<file path="config.mk">
export PLATFORM = sky130hd
export DESIGN_NAME = fb_scanout
export DESIGN_NICKNAME = d
export VERILOG_FILES = /design/src/rtl/fb_scanout.sv
export SDC_FILE = /design/constraint.sdc
export NUM_CORES = 2
export LEC_CHECK = 0
export ABC_AREA = 1
export CAP_MARGIN = 20
export CORE_MARGIN = 10
export CORE_UTILIZATION = 50
export CTS_CLUSTER_SIZE = 25
export DETAILED_ROUTE_END_ITERATION = 10
export DONT_BUFFER_PORTS = 1
export GPL_TIMING_DRIVEN = 0
export HOLD_SLACK_MARGIN = 0.1
export PLACE_DENSITY = 0.75
export REMOVE_ABC_BUFFERS = 1
export SLEW_MARGIN = 20
export SYNTH_ARGS = -nofsm -noshare
export SYNTH_HDL_FRONTEND = slang
export SYNTH_SLANG_ARGS = --single-unit
</file>
<file path="constraint.sdc">
create_clock -name clk -period 8.9 [get_ports clk]
set_input_delay 1.335 -clock clk [delete_from_list [all_inputs] [get_ports clk]]
set_output_delay 1.335 -clock clk [all_outputs]
set_load 0.03 [all_outputs]
</file>
<file path="src/rtl/fb_scanout.sv">
// Framebuffer scan-out: Avalon-MM burst reads into a show-ahead pixel FIFO, one Avalon-ST packet per frame.
// Define FB_SCANOUT_TESTPAT_EN to add the test_mode input and the internal 8-bar colour generator.
module fb_scanout #(
  parameter int unsigned H_RES      = 640,
  parameter int unsigned V_RES      = 480,
  parameter int unsigned PIXEL_W    = 24,
  parameter int unsigned ADDR_W     = 32,
  parameter int unsigned BURST_LEN  = 8,
  parameter int unsigned FIFO_DEPTH = 64
) (
  input  logic                       clk,
  input  logic                       reset,
  input  logic                       enable,
  input  logic [ADDR_W-1:0]          fb_base,
`ifdef FB_SCANOUT_TESTPAT_EN
  input  logic                       test_mode,
`endif
  output logic [ADDR_W-1:0]          avm_address,
  output logic                       avm_read,
  output logic [$clog2(BURST_LEN):0] avm_burstcount,
  input  logic                       avm_waitrequest,
  input  logic [31:0]                avm_readdata,
  input  logic                       avm_readdatavalid,
  output logic [PIXEL_W-1:0]         aso_data,
  output logic                       aso_valid,
  input  logic                       aso_ready,
  output logic                       aso_startofpacket,
  output logic                       aso_endofpacket,
  output logic                       frame_done,
  output logic                       underflow
);

  localparam int unsigned XW   = (H_RES > 1) ? $clog2(H_RES) : 1;
  localparam int unsigned YW   = (V_RES > 1) ? $clog2(V_RES) : 1;
  localparam int unsigned NPIX = H_RES * V_RES;
  localparam int unsigned WLW  = $clog2(NPIX + 1);
  localparam int unsigned BCW  = $clog2(BURST_LEN) + 1;
  localparam int unsigned FAW  = $clog2(FIFO_DEPTH);
  localparam int unsigned FCW  = FAW + 1;

  typedef enum logic [1:0] {IDLE, ISSUE, HOLD, DRAIN} state_t;

  state_t               state, state_nxt;
  logic [ADDR_W-1:0]    ptr;
  logic [WLW-1:0]       words_left, wl_after;
  logic [BCW-1:0]       bcnt, bc_next;
  logic [FCW-1:0]       outstanding, fcount;
  logic [FAW-1:0]       wr_ptr, rd_ptr;
  logic [PIXEL_W-1:0]   mem [FIFO_DEPTH];
  logic [XW-1:0]        x;
  logic [YW-1:0]        y;
  logic [PIXEL_W-1:0]   bar_color;
  logic                 pat, pat_sel, start, accept, rdv, beat, pop, first_px, last_px;
  int                   free_now, free_after;
  logic                 unused_hi;

  function automatic logic [BCW-1:0] burst_of(input logic [WLW-1:0] wl);
    return (32'(wl) >= BURST_LEN) ? BCW'(BURST_LEN) : BCW'(wl);
  endfunction

  assign unused_hi = ^avm_readdata[31:PIXEL_W];

  assign accept     = (state == ISSUE) && !avm_waitrequest;
  assign rdv        = avm_readdatavalid && (state != IDLE);
  assign first_px   = (x == '0) && (y == '0);
  assign last_px    = (x == XW'(H_RES - 1)) && (y == YW'(V_RES - 1));
  assign aso_valid  = (state != IDLE) && (pat || (fcount != '0));
  assign beat       = aso_valid && aso_ready;
  assign pop        = beat && !pat;
  assign aso_startofpacket = aso_valid && first_px;
  assign aso_endofpacket   = aso_valid && last_px;
  assign frame_done = beat && last_px;

  assign avm_read       = (state == ISSUE);
  assign avm_address    = ptr;
  assign avm_burstcount = bcnt;

  assign wl_after   = words_left - WLW'(bcnt);
  assign bc_next    = burst_of(wl_after);
  // Free FIFO slots not yet promised to in-flight reads
  assign free_now   = int'(FIFO_DEPTH) - int'(fcount) - int'(outstanding);
  assign free_after = free_now - int'(bcnt);

`ifdef FB_SCANOUT_TESTPAT_EN
  logic [2:0] bar;
  assign pat_sel = test_mode;
  assign bar     = 3'((32'(x) * 8) / H_RES);
  always_comb begin
    bar_color = '0;
    case (bar)
      3'd0: bar_color = PIXEL_W'(24'hFFFFFF);
      3'd1: bar_color = PIXEL_W'(24'hFFFF00);
      3'd2: bar_color = PIXEL_W'(24'h00FFFF);
      3'd3: bar_color = PIXEL_W'(24'h00FF00);
      3'd4: bar_color = PIXEL_W'(24'hFF00FF);
      3'd5: bar_color = PIXEL_W'(24'hFF0000);
      3'd6: bar_color = PIXEL_W'(24'h0000FF);
      default: bar_color = PIXEL_W'(24'h000000);
    endcase
  end
`else
  assign pat_sel   = 1'b0;
  assign bar_color = '0;
`endif

  always_comb begin
    aso_data = '0;
    if (aso_valid) aso_data = pat ? bar_color : mem[rd_ptr];
  end

  // Fetch FSM; frame starts happen only in IDLE or on the EOP beat in DRAIN
  always_comb begin
    state_nxt = state;
    start     = 1'b0;
    case (state)
      IDLE: begin
        if (enable) begin
          start     = 1'b1;
          state_nxt = pat_sel ? DRAIN : ISSUE;
        end
      end
      ISSUE: begin
        if (!avm_waitrequest) begin
          if (wl_after == '0)                  state_nxt = DRAIN;
          else if (free_after >= int'(bc_next)) state_nxt = ISSUE;
          else                                 state_nxt = HOLD;
        end
      end
      HOLD: begin
        if (free_now >= int'(BURST_LEN)) state_nxt = ISSUE;
      end
      DRAIN: begin
        if (frame_done) begin
          if (enable) begin
            start     = 1'b1;
            state_nxt = pat_sel ? DRAIN : ISSUE;
          end else begin
            state_nxt = IDLE;
          end
        end
      end
      default: state_nxt = IDLE;
    endcase
  end

  always_ff @(posedge clk) begin
    if (reset) begin
      state       <= IDLE;
      ptr         <= '0;
      words_left  <= '0;
      bcnt        <= '0;
      outstanding <= '0;
      fcount      <= '0;
      wr_ptr      <= '0;
      rd_ptr      <= '0;
      x           <= '0;
      y           <= '0;
      pat         <= 1'b0;
      underflow   <= 1'b0;
    end else begin
      state <= state_nxt;
      if (start) begin
        ptr        <= fb_base;
        words_left <= pat_sel ? '0 : WLW'(NPIX);
        bcnt       <= pat_sel ? '0 : burst_of(WLW'(NPIX));
        pat        <= pat_sel;
      end else if (accept) begin
        ptr        <= ptr + (ADDR_W'(bcnt) << 2);
        words_left <= wl_after;
        bcnt       <= bc_next;
      end
      outstanding <= outstanding + (accept ? FCW'(bcnt) : FCW'(0)) - (rdv ? FCW'(1) : FCW'(0));
      fcount      <= fcount + (rdv ? FCW'(1) : FCW'(0)) - (pop ? FCW'(1) : FCW'(0));
      if (rdv) wr_ptr <= wr_ptr + FAW'(1);
      if (pop) rd_ptr <= rd_ptr + FAW'(1);
      if (beat) begin
        if (x == XW'(H_RES - 1)) begin
          x <= '0;
          y <= (y == YW'(V_RES - 1)) ? '0 : y + YW'(1);
        end else begin
          x <= x + XW'(1);
        end
      end
      if ((state != IDLE) && !first_px && !aso_valid && aso_ready) underflow <= 1'b1;
    end
  end

  always_ff @(posedge clk) begin
    if (rdv) mem[wr_ptr] <= avm_readdata[PIXEL_W-1:0];
  end

endmodule

</file>
; ---- Word-level counts from Yosys, hierarchy flattened
; Memory sizes are Yosys's and may differ from the RTL's. A register that Yosys moved wholly into a read port is not among the register bits.
; Cells that the tools add are included.
[classes]
n_lt_le_gt_ge = 3
n_eq_ne = 9
addsub = 13
reduce_logical = 25
muxes = 28
[ops]
columns = cell, count
row1 = $mux W32, 2
row2 = $mux W19, 2
row3 = $add A32 B6 Y32, 1
row4 = $mux W24, 1
row5 = $ge A19 B4 Y1 const B, 1
row6 = $logic_not A19 Y1, 1
row7 = $sub A19 B4 Y19, 1
row8 = $mux W4, 4
row9 = $add A6 B1 Y6 const B, 2
row10 = $logic_and A1 B1 Y1, 12
row11 = $mux W2, 6
row12 = $mux W6, 2
row13 = $add A10 B1 Y10 const B, 1
row14 = $eq A10 B10 Y1 const B, 1
row15 = $ge A10 B5 Y1, 1
row16 = $logic_not A10 Y1, 1
row17 = $mux W10, 1
row18 = $sub A9 B5 Y10, 1
row19 = $add A9 B1 Y9 const B, 1
row20 = $eq A9 B9 Y1 const B, 1
row21 = $ge A9 B5 Y1 const B, 1
row22 = $logic_not A9 Y1, 1
row23 = $mux W9, 1
row24 = $sub A8 B8 Y9, 1
row25 = other kinds (18), 31
[totals]
ramBits = 1536
regBits = 103
out_inout_bits = 66
mem_count = 1
wordCells = 92
[memory_table]
columns = memory, depth, width, rd, rd_ports_with_merged_regs, wr, line
row1 = mem, 64, 24, 1, 1, 1, 49  ; logic [PIXEL_W-1:0] mem [FIFO_DEPTH];

; ---- Logic depth before layout (Yosys ltp)
[logic_depth]
ltp_word = 8
mapped_depth = 33

; ---- Worst setup path after synthesis
; OpenSTA, ideal clock, no wires.
[synth_timing]
path_type = in2reg
startpoint = input avm_readdatavalid
endpoint = memory mem[53][0] (enable)
required_ps = 8434
arrival_ps = 4099
setup_ps = 466
stages = 4
n_path_buf = 0
setup_slack_ps = 4336
path_cell_list = nand2_1 nor3_1 inv_1 nor4_1
[synth_via]
elab_chain_len = 3
[synth_rtl]
columns = element, line
row1 = from (decl), 23  ; input logic avm_readdatavalid,
row2 = $logic_and A1 B1 Y1, 64  ; assign rdv = avm_readdatavalid && (state != IDLE);
row3 = $mux W1, 189  ; if (rdv) mem[wr_ptr] <= avm_readdata[PIXEL_W-1:0];
row4 = $mux W1 (not written as such), 189
row5 = to (decl), 49
; Every way passes these cells.

==> results.tsv <==
metric	value	unit
drive_above_1_share	8.15	%
core_region_area	0.134	mm2
port_buffers	0	
min_period	6.97	ns
antenna_cells	0	
clk_latency	0.79	ns
clk_pin_slew	0.06	ns
ys_top_cells_by_count	edfxtp_1 (1536), nor2_1 (1004), o21ai_0 (845)	
cts_resized	0	
worstSetupEndpointType	output port	
critical_path_class	reg -> out	
ys.flop_type	edfxtp_1	
hold_buffers	0	
drt_pass1_iterations	10	
die_area	0.150	mm2
cts_root_buffer	clkbuf_16	
initial_core_util	50.4	%
busiest_layer	met2	
antenna_found_initial	1	
dp_hpwl	101000	um
num_vias	45800	
drc_errors	0	
die_w	387	um
synthCells	5421	
routed_wl	180000	um
drtIter0Drc	6172	
yosys_warnings	0	
status	complete, no violations	
cts_tree	yes	
p_leak	24.5	nW
hold_class	reg -> reg	
pin_count	136	
grt_max_degree	146	
async_reset_ff_share	0	%
slew_violations	0	
finalWeightedCongestion	0.847	
syn_area_per_cell	12.4	um2
grt-ovfl-total	0	
worst_pin_slew	1.20	ns
grt_pass1_vias	44000	
crit_required	7.57	ns
clock_skew	0.0457	ns
period_share	78.3	%
grt_use_met1	30.3	%
synthDistinctLibCells	49	
critPathMaxFanout	142	
synth_edf_count	1536	
syn2layout_area_growth	13.1	%
wl_per_cell	24.9	um
cts_setup_buffers	0	
seq_area_frac_synth	71.8	%
max_freq	0.144	GHz
cts_buffers	156	
synth_top_cell_by_area	edfxtp_1	
slew_headroom	20.0	%
viasPerCell	6.34	
gr-usage-met3	6.09	%
synth-seq-cells	1645	
use_met2	36.4	%
clock_path_buffers	3	
setup_violations	0	
rsz0062_at_grt	false	
die_height	387	um
netlist_area	0.0673	mm2
synth_area_leaders	edfxtp_1 (69%), o21ai_0 (6.3%), nor2_1 (5.6%)	
grt_pass1_wl	269000	um
numPlacedInstances	6945	
final_nets	5468	
arrival	5.63	ns
cp-start-kind	flip-flop	
drv_cap	0	
drtAntennaViolNets	0	
gr-usage-all-layers	23.1	%
ir_drop	0.000221	V
fin_tns_setup	0	ns
hold_viol	0	
h-tree-depth	4	
clock_sinks	1645	
p_per_area	271	mW/mm2
finalNonFillerCells	7228	
row_count	134	
fin_total_pwr	20.7	mW
synth_top_cell_area_share	68.5	%
yosysMostFrequentCell	edfxtp_1	
area by class of cell:
type                    count  area (um2)
flip-flops and latches   1645       48300
clock buffers             197        4130
clock inverters            85         812
multi-input cells        3236       17300
inverters                 182         718
repair buffers            115        2610
well taps                1768        2210
fillers                  9946       57500
critical path, cell delays in order, from the launching register on:
cell and delay [ns]:
dfxtp_4 0.47, buf_12 0.25, buf_16 0.22, buf_12 0.24
inv_8 0.45, buf_16 0.47, buf_16 0.42, o21ai_0 0.19
o221ai_1 0.22, nand3_1 0.16, nand3_1 0.21, nand3_1 0.21
a21oi_1 0.99
kinds of logic after synthesis:
family / count (synthesis) / share of synthesized area (%)
simple gates: 1677 / 10.4
xor+xnor: 35 / 0.455
compound gates: 1462 / 12.9
flops: 1645 / 71.8
fa+ha+maj: 62 / 1.22
buf+inv: 540 / 3.28
per-stage QoR:
step	instance area, um2	utilization [%]	hold WS (ns)	setup slack [ns]
floorplan	65800	-	0.447	-24.96
global placement	68000	50.9	0.465	-65.33
detailed placement	71100	53.2	0.474	2.98
CTS	76100	56.9	0.484	2.10
global route	76100	57.0	0.507	1.79
finish	76100	57.0	0.482	1.93
path summary, 6_finish.rpt:
| kind | from | to | slack, ns | depth (start not counted) |
|---|---|---|---|---|
| worst min-delay path | x[1]$_SDFFE_PP0P_ | x[1]$_SDFFE_PP0P_ | 0.48 | 2 |
| worst min register to register | x[1]$_SDFFE_PP0P_ | x[1]$_SDFFE_PP0P_ | 0.48 | 2 |
| worst max-delay path | flip-flop | aso_data[22] | 1.93 | 12 |
| worst max register to register | avm_burstcount[1]$_SDFFE_PP0P_ | state[0]$_SDFFE_PP0P_ | 4.41 | 30 |
cells in the final DEF, fill, tap and decap left out, types with 33 or more instances in the layout:
master     netlist  routed
o221ai_1       278     278
buf_16           0      77
a21oi_1        114     108
o21ai_0        845     845
edfxtp_1      1536    1536
o22ai_1        100     100
nor2_4           2      61
nand4_1         37      37
nor2_1        1004     945
ha_1            56      56
nand2_1        259     259
o211ai_1        34      34
o21ai_1         33      33
dfxtp_1        109     103
clkbuf_1       236      37
clkbuf_16        0     159
nand3_1        302     302
inv_1          172     169
layer usage:
metal / wire, um / part of all wire, %
met1: 66400 / 37
met4: 6950 / 3.9
met3: 22700 / 13
met2: 84000 / 47
met5: 17 / 0.0094
sequential cells by signal (all words and copies together), names as in the netlist, named ones only:
| signal | count |
|---|---|
| avm_address | 32 |
| avm_burstcount | 4 |
| fcount | 7 |
| mem | 1536 |
| outstanding | 7 |
| rd_ptr | 6 |
| state | 2 |
| underflow | 1 |
| words_left | 19 |
| wr_ptr | 6 |
| x | 10 |
| y | 9 |
where the power goes:
group	internal (mW)	switching, mW
clock network	3.63	2.88
logic	1.65	3.65
registers	8.59	0.260
total	13.9	6.79
Note: power is estimated with default switching activity, not from simulation.
